$ cat config.mk
export PLATFORM = sky130hd
export DESIGN_NAME = strob_former_flat
export DESIGN_NICKNAME = d
export VERILOG_FILES = /design/src/rtl/strob_former_if.sv /design/src/rtl/strob_former.sv /design/src/flat_wrapper.sv
export SDC_FILE = /design/constraint.sdc
export NUM_CORES = 1
export LEC_CHECK = 0
export ABC_AREA = 1
export CORE_ASPECT_RATIO = 1.1
export CORE_MARGIN = 3
export CORE_UTILIZATION = 60
export DETAILED_ROUTE_END_ITERATION = 12
export PLACE_DENSITY = 0.95
export SLEW_MARGIN = 20
export SYNTH_ARGS = -nofsm -noshare
export SYNTH_HDL_FRONTEND = slang
export SYNTH_SLANG_ARGS = --single-unit
$ cat constraint.sdc
create_clock -name iclk -period 3 [get_ports iclk]
set_input_delay 0.75 -clock iclk [delete_from_list [all_inputs] [get_ports iclk]]
set_output_delay 0.75 -clock iclk [all_outputs]
set_load 0.1 [all_outputs]
$ cat src/rtl/strob_former_if.sv
// Strobe former control/status bundle.
// master: the requester driving start/abort/delay/width.
// slave:  the strobe former itself.
interface strob_former_if #(
    parameter int CNT_W = 16
);
    logic             i_start_str;
    logic             i_abort;
    logic [CNT_W-1:0] i_delay;
    logic [CNT_W-1:0] i_width;
    logic             o_strob;
    logic             o_busy;
    logic             o_done;
    logic [15:0]      o_cnt;

    modport master (
        output i_start_str, i_abort, i_delay, i_width,
        input  o_strob, o_busy, o_done, o_cnt
    );

    modport slave (
        input  i_start_str, i_abort, i_delay, i_width,
        output o_strob, o_busy, o_done, o_cnt
    );
endinterface

$ cat src/rtl/strob_former.sv
// strob_former: on a start pulse, waits a programmable delay, then drives a
// registered strobe for a programmable width, pulses o_done, and holds off new
// starts for P_GAP idle cycles. Counts issued strobes in a 16-bit wrapping
// counter.
// Optional build macro STROB_RETRIG_EN: a start during the strobe reloads the
// remaining width with the new i_width (strobe extended, no extra count).
module strob_former #(
    parameter int CNT_W = 16,
    parameter int P_GAP = 4
) (
    input  logic          iclk,
    input  logic          irst,
    strob_former_if.slave bus
);
    typedef enum logic [1:0] {IDLE, DELAY, ACTIVE, GAP} state_t;

    // Gap timer only needs to hold P_GAP; keep at least one bit when P_GAP == 0.
    localparam int              GAP_W  = (P_GAP > 0) ? $clog2(P_GAP + 1) : 1;
    localparam logic [GAP_W-1:0] GAP_LD = GAP_W'(P_GAP);
    localparam logic [CNT_W-1:0] ONE    = CNT_W'(1);

    state_t           state_q, state_d;
    logic [CNT_W-1:0] tmr_q, tmr_d;     // remaining delay, then remaining width
    logic [CNT_W-1:0] wlat_q, wlat_d;   // width latched at start
    logic [GAP_W-1:0] gap_q, gap_d;
    logic             strob_q, strob_d;
    logic             busy_q, busy_d;
    logic             done_q, done_d;
    logic [15:0]      cnt_q, cnt_d;

    logic start_ok;
    logic retrig;

    // A start is only meaningful when it carries a non-zero width.
    assign start_ok = bus.i_start_str && (bus.i_width != '0);

`ifdef STROB_RETRIG_EN
    assign retrig = start_ok && (state_q == ACTIVE);
`else
    assign retrig = 1'b0;
`endif

    // Next-state and registered-output computation.
    always_comb begin
        state_d = state_q;
        tmr_d   = tmr_q;
        wlat_d  = wlat_q;
        gap_d   = gap_q;
        strob_d = strob_q;
        done_d  = 1'b0;
        cnt_d   = cnt_q;

        case (state_q)
            IDLE: begin
                if (start_ok) begin
                    wlat_d = bus.i_width;
                    if (bus.i_delay != '0) begin
                        state_d = DELAY;
                        tmr_d   = bus.i_delay;
                    end else begin
                        // Zero delay: strobe rises on the start edge itself.
                        state_d = ACTIVE;
                        tmr_d   = bus.i_width;
                        strob_d = 1'b1;
                        cnt_d   = cnt_q + 16'd1;
                    end
                end
            end
            DELAY: begin
                if (tmr_q == ONE) begin
                    state_d = ACTIVE;
                    tmr_d   = wlat_q;
                    strob_d = 1'b1;
                    cnt_d   = cnt_q + 16'd1;
                end else begin
                    tmr_d = tmr_q - ONE;
                end
            end
            ACTIVE: begin
                if (retrig) begin
                    // Strobe stays high for i_width more cycles from the next one.
                    tmr_d = bus.i_width;
                end else if (tmr_q == ONE) begin
                    strob_d = 1'b0;
                    done_d  = 1'b1;
                    if (P_GAP == 0) begin
                        state_d = IDLE;
                    end else begin
                        state_d = GAP;
                        gap_d   = GAP_LD;
                    end
                end else begin
                    tmr_d = tmr_q - ONE;
                end
            end
            GAP: begin
                if (gap_q <= GAP_W'(1)) begin
                    state_d = IDLE;
                end else begin
                    gap_d = gap_q - GAP_W'(1);
                end
            end
            default: state_d = IDLE;
        endcase

        // Abort overrides everything, including a start in the same cycle.
        if (bus.i_abort) begin
            state_d = IDLE;
            tmr_d   = tmr_q;
            wlat_d  = wlat_q;
            strob_d = 1'b0;
            done_d  = 1'b0;
            cnt_d   = cnt_q;
        end

        busy_d = (state_d != IDLE);
    end

    // State and output registers with asynchronous clear.
    always_ff @(posedge iclk or posedge irst) begin
        if (irst) begin
            state_q <= IDLE;
            tmr_q   <= '0;
            wlat_q  <= '0;
            gap_q   <= '0;
            strob_q <= 1'b0;
            busy_q  <= 1'b0;
            done_q  <= 1'b0;
            cnt_q   <= '0;
        end else begin
            state_q <= state_d;
            tmr_q   <= tmr_d;
            wlat_q  <= wlat_d;
            gap_q   <= gap_d;
            strob_q <= strob_d;
            busy_q  <= busy_d;
            done_q  <= done_d;
            cnt_q   <= cnt_d;
        end
    end

    assign bus.o_strob = strob_q;
    assign bus.o_busy  = busy_q;
    assign bus.o_done  = done_q;
    assign bus.o_cnt   = cnt_q;
endmodule

$ cat src/flat_wrapper.sv
// flat-port wrapper written by rule: the top's interface ports become plain ports
module strob_former_flat 
#(
    parameter int CNT_W = 16,
    parameter int P_GAP = 4
)
  (iclk, irst, bus_i_start_str, bus_i_abort, bus_i_delay, bus_i_width, bus_o_strob, bus_o_busy, bus_o_done, bus_o_cnt);
  strob_former_if #(.CNT_W(CNT_W)) bus_i ();
  input  logic iclk;
  input  logic irst;
  input wire logic [$bits(bus_i.i_start_str)-1:0] bus_i_start_str;
  input wire logic [$bits(bus_i.i_abort)-1:0] bus_i_abort;
  input wire logic [$bits(bus_i.i_delay)-1:0] bus_i_delay;
  input wire logic [$bits(bus_i.i_width)-1:0] bus_i_width;
  output wire logic [$bits(bus_i.o_strob)-1:0] bus_o_strob;
  output wire logic [$bits(bus_i.o_busy)-1:0] bus_o_busy;
  output wire logic [$bits(bus_i.o_done)-1:0] bus_o_done;
  output wire logic [$bits(bus_i.o_cnt)-1:0] bus_o_cnt;
  assign bus_i.i_start_str = bus_i_start_str;
  assign bus_i.i_abort = bus_i_abort;
  assign bus_i.i_delay = bus_i_delay;
  assign bus_i.i_width = bus_i_width;
  assign bus_o_strob = bus_i.o_strob;
  assign bus_o_busy = bus_i.o_busy;
  assign bus_o_done = bus_i.o_done;
  assign bus_o_cnt = bus_i.o_cnt;
  strob_former #(.CNT_W(CNT_W), .P_GAP(P_GAP)) u_core (.iclk(iclk), .irst(irst), .bus(bus_i));
endmodule
==> metrics.md <==
| Metric | Value |
|---|---|
| Run status | finished, final reports clean |
| Area grow syn2layout | 15.5% |
| Timing endpoint of the critical path | u_core.tmr_q[5] |
| Initial antenna violation count | 0 |
| Sequential share of power | 0.319 |
| Initial core utilization | 0.639 |
| Total detailed-routing wirelength | 10700 µm |
| Clock transition at path regs | around 0.1 ns |
| Placement Rows | 30 |
| Number of remaining DRC errors | 0 |
| Max-slew violation count | 0 |
| Cell area after synthesis | 4050 µm² |
| Endpoint type of the worst setup path | flop |
| Total of hold buffers inserted after clock tree synthesis | 0 |
| Relative slew slack | 0.474 |
| Worst skew pair latency | 0.32 ns |
| Global route total overflow | 0 |
| Internal power | approximately 1.9 mW |
| Setup slack, reg-to-reg | around 0.38 ns |
| Post-Synthesis Mean Instance Area | around 6.5 µm² |
| Iteration-0 DRC count of the detailed router | 412 |
| DP Worst Slack | between 0.3 and 0.4 ns |
| Timing startpoint of the critical path | u_core.state_q[1] |
| Final hold violation count | 0 |
| Clock root cell | sky130_fd_sc_hd__clkbuf_8 |
| Worst-case hold slack | slightly below 0.5 ns |
| Largest fanout of any net on the critical path | 24 |
| Total setup buffers inserted after CTS | 0 |
| Actual transition at the worst max-transition pin | around 0.79 ns |
| Multi-input combinational cell area | around 2200 µm² |
| Total of fill cells in the finished design | 492 |
| Final worst-path setup slack | slightly below 0.4 ns |
| Number of non-filler instances in the completed layout | 747 |
| Die ar. | about 8000 µm² |
| Setup repair after global routing missed its margin | no |
| Number of nets produced by synthesis | about 660 |
| Fraction of layout cells with a size suffix above 1 | 0.0840 |
| Synthesized netlist cell count | approximately 620 |
| Total area of sequential cells | 1400 µm² |
| Diodes inserted | 0 |
| CTS Buf Count | 5 |
| # clock sinks | 56 |
| Post-Route Utilization | 0.738 |
| Beginning of the worst register-to-register path | u_core.state_q[1] |
| Class of the most critical setup path | flop to flop |
| Via count | between 4000 and 5000 |
| Antenna-violating nets left | 0 |
| Top cell type by total area after synthesis | sky130_fd_sc_hd__dfrtp_1 |
| Switching part of the total | 0.519 |
| Layout Skew | 0.00690 ns |
| Maximum achievable frequency | 382 MHz |
| Number of resized instances in the post-cts repair step | 0 |
| Core area | 6340 µm² |
| Fraction of synthesized cell area taken by the top area cell type | 0.346 |
| Via count of the first global-routing pass | about 4000 |
| End of the worst register-to-register path | u_core.tmr_q[5] |
| Pleak | 2.37 nW |
| Worst min-delay path class | flop to flop |
| Wire length of the first global-routing pass | roughly 18000 µm |
| Arrival time reported for the critical path endpoint | 2.87 ns |
| Count of cells along the worst register-to-register path | 9 |
| Number of placed instances, taps included | between 700 and 800 |
| Net total in the final layout | 712 |
| Final worst-path cycle share | 0.872 |
| Crit path time final | around 2.6 ns |
| Combinational share of power | 0.566 |
| Psw | 2.06 mW |
| Port bufs | 54 |
| Count of final setup violators | 0 |
| Total Routing Usage GR | 0.279 |
| Register area share after synthesis | 0.346 |
| Summed negative setup slack over all endpoints | 0 ns |
| Number of warnings printed during yosys synthesis | 0 |
| Areal power density over the cells | approximately 850 nW/µm² |
| Die X-Extent | around 84 µm |
| Data required time at the worst endpoint | around 3.3 ns |
| Chip height | 92.2 µm |
| Wire per inst | approximately 14 µm |
| Clock tree from TritonCTS | built |
| Clock power share | 0.115 |
| Vias per std cell | ~5.6 |
| Max Cap Violations | 0 |
| Number of buffers on the longest clock path | 2 |
| Ranking of synthesized cells by area | sky130_fd_sc_hd__dfrtp_1 (35%), sky130_fd_sc_hd__nand2_1 (19%), sky130_fd_sc_hd__nor2_1 (8.4%) |
| Number of unique standard cell types used by synthesis | 34 |
| Kind of start point of the critical path | flop |
| IR Drop Worst-Case VDD | 0.654 mV |
| FF+latch count, synth | 56 |
| Ports placed on the boundary | 55 |
| Post-detail-place hpwl | 7920 µm |
| Routability congestion estimate from global placement | about 0.90 |
| Largest net degree at the start of global routing | 38 |
| Number of optimization iterations in the first detailed-route pass | 6 |
| Clock H-tree levels | 2 |
-- kinds of logic after synthesis --
logic type                 synth area share
AOI/OAI and AO/OA                    0.0531
buffers and inverters                 0.102
and+or+nand+nor                       0.436
DFF                                   0.346
xor gates and xnor gates             0.0346
adders and majority gates            0.0278
-- cells in the final DEF (no fill, tap or decap) --
cell type / netlist / layout
sky130_fd_sc_hd__nor3_2: 1 / 1
sky130_fd_sc_hd__a21oi_1: 2 / 2
sky130_fd_sc_hd__inv_1: 82 / 81
sky130_fd_sc_hd__and2_1: 1 / 1
sky130_fd_sc_hd__nor3_1: 5 / 5
sky130_fd_sc_hd__clkdlybuf4s50_1: 0 / 35
sky130_fd_sc_hd__o21ai_2: 1 / 1
sky130_fd_sc_hd__nor2_1: 91 / 91
sky130_fd_sc_hd__buf_12: 0 / 1
sky130_fd_sc_hd__nand2_1: 210 / 210
sky130_fd_sc_hd__nand2_2: 2 / 2
sky130_fd_sc_hd__o21bai_1: 1 / 1
sky130_fd_sc_hd__ha_1: 9 / 9
sky130_fd_sc_hd__nand2_4: 2 / 2
sky130_fd_sc_hd__nor2_2: 3 / 3
sky130_fd_sc_hd__xnor2_1: 3 / 3
sky130_fd_sc_hd__a21oi_2: 1 / 1
sky130_fd_sc_hd__or2_2: 2 / 2
sky130_fd_sc_hd__nand3_1: 51 / 51
sky130_fd_sc_hd__buf_4: 4 / 22
sky130_fd_sc_hd__nand4_1: 20 / 20
sky130_fd_sc_hd__inv_2: 0 / 1
sky130_fd_sc_hd__o21ai_0: 25 / 25
sky130_fd_sc_hd__nand3_2: 2 / 2
sky130_fd_sc_hd__o211ai_1: 1 / 1
sky130_fd_sc_hd__o21ai_1: 3 / 3
sky130_fd_sc_hd__nand3_4: 1 / 1
sky130_fd_sc_hd__xor2_1: 13 / 13
sky130_fd_sc_hd__nor2_4: 8 / 8
sky130_fd_sc_hd__clkbuf_8: 0 / 7
sky130_fd_sc_hd__clkinv_1: 1 / 1
sky130_fd_sc_hd__a21oi_4: 2 / 2
sky130_fd_sc_hd__nand3b_1: 3 / 3
sky130_fd_sc_hd__dfrtp_1: 56 / 56
-- critical path, cell delays in order (launching register included) --
cell and delay (ns):
sky130_fd_sc_hd__dfrtp_1 0.45, sky130_fd_sc_hd__inv_1 0.14, sky130_fd_sc_hd__ha_1 0.47, sky130_fd_sc_hd__or2_2 0.36
sky130_fd_sc_hd__nand2_1 0.17, sky130_fd_sc_hd__o21ai_2 0.11, sky130_fd_sc_hd__nand3_2 0.42, sky130_fd_sc_hd__nor2_1 0.28
sky130_fd_sc_hd__nand2_1 0.08, sky130_fd_sc_hd__nand2_1 0.06
-- final cells by class --
| type | instances | share of cell area |
|---|---|---|
| well taps | 80 | 0.0214 |
| multi-input cells | 463 | 0.478 |
| flip-flops and latches | 56 | 0.299 |
| clock buffers | 7 | 0.0206 |
| inverters | 83 | 0.0666 |
| repair buffers | 58 | 0.114 |
-- synthesized netlist by cell type, drive strengths merged --
| master | count |
|---|---|
| nand3 | 54 |
| clkinv | 1 |
| inv | 82 |
| nand2 | 214 |
| o211ai | 1 |
| buf | 12 |
| xor2 | 13 |
| clkbuf | 5 |
| nor3 | 6 |
| xnor2 | 3 |
| and2 | 1 |
| a21oi | 5 |
| nor2 | 102 |
| dfrtp | 56 |
| o21ai | 29 |
| or2 | 2 |
| o21bai | 1 |
| ha | 9 |
| nand3b | 3 |
| nand4 | 20 |
-- layer usage --
metal  track usage  share of wire
met5             0              0
met4         0.121          0.036
met3        0.0422          0.064
met2         0.482           0.51
met1         0.346           0.40
-- per-stage QoR --
step	power (mW)	instance area, µm²
floorplan	2.99	4050
global placement	3.37	4580
detailed placement	3.46	4580
CTS	3.93	4680
global route	4.28	4680
finish	3.97	4680
-- power by group through the flow --
stage	Sequential, mW	Combinational (mW)	Clock (mW)
4_1_cts	1.26	2.21	0.456
6_report	1.26	2.25	0.458
3_5_place_dp	1.27	2.19	0
5_1_grt	1.30	2.49	0.490
2_1_floorplan	1.49	1.50	0
3_3_place_gp	1.26	2.11	0
-- worst min path at each step --
stage / from / end / slack, ns / cells after the start
4_1_cts: u_core.bus.o_strob / u_core.bus.o_strob / 0.49 / 2
5_1_grt: u_core.bus.o_strob / u_core.bus.o_strob / 0.52 / 2
6_report: u_core.bus.o_strob / u_core.bus.o_strob / 0.50 / 2
3_3_place_gp: u_core.bus.o_strob / u_core.bus.o_strob / 0.48 / 2
2_1_floorplan: u_core.tmr_q[14] / u_core.tmr_q[14] / 0.47 / 2
3_5_place_dp: u_core.bus.o_strob / u_core.bus.o_strob / 0.47 / 2
-- registers in the layout, summed over array words and instances (netlist names) --
name                flops
u_core.bus.o_busy       1
u_core.bus.o_cnt       16
u_core.bus.o_done       1
u_core.bus.o_strob      1
u_core.gap_q            3
u_core.state_q          2
u_core.tmr_q           16
u_core.wlat_q          16
Power figures use the tool's default switching activity.
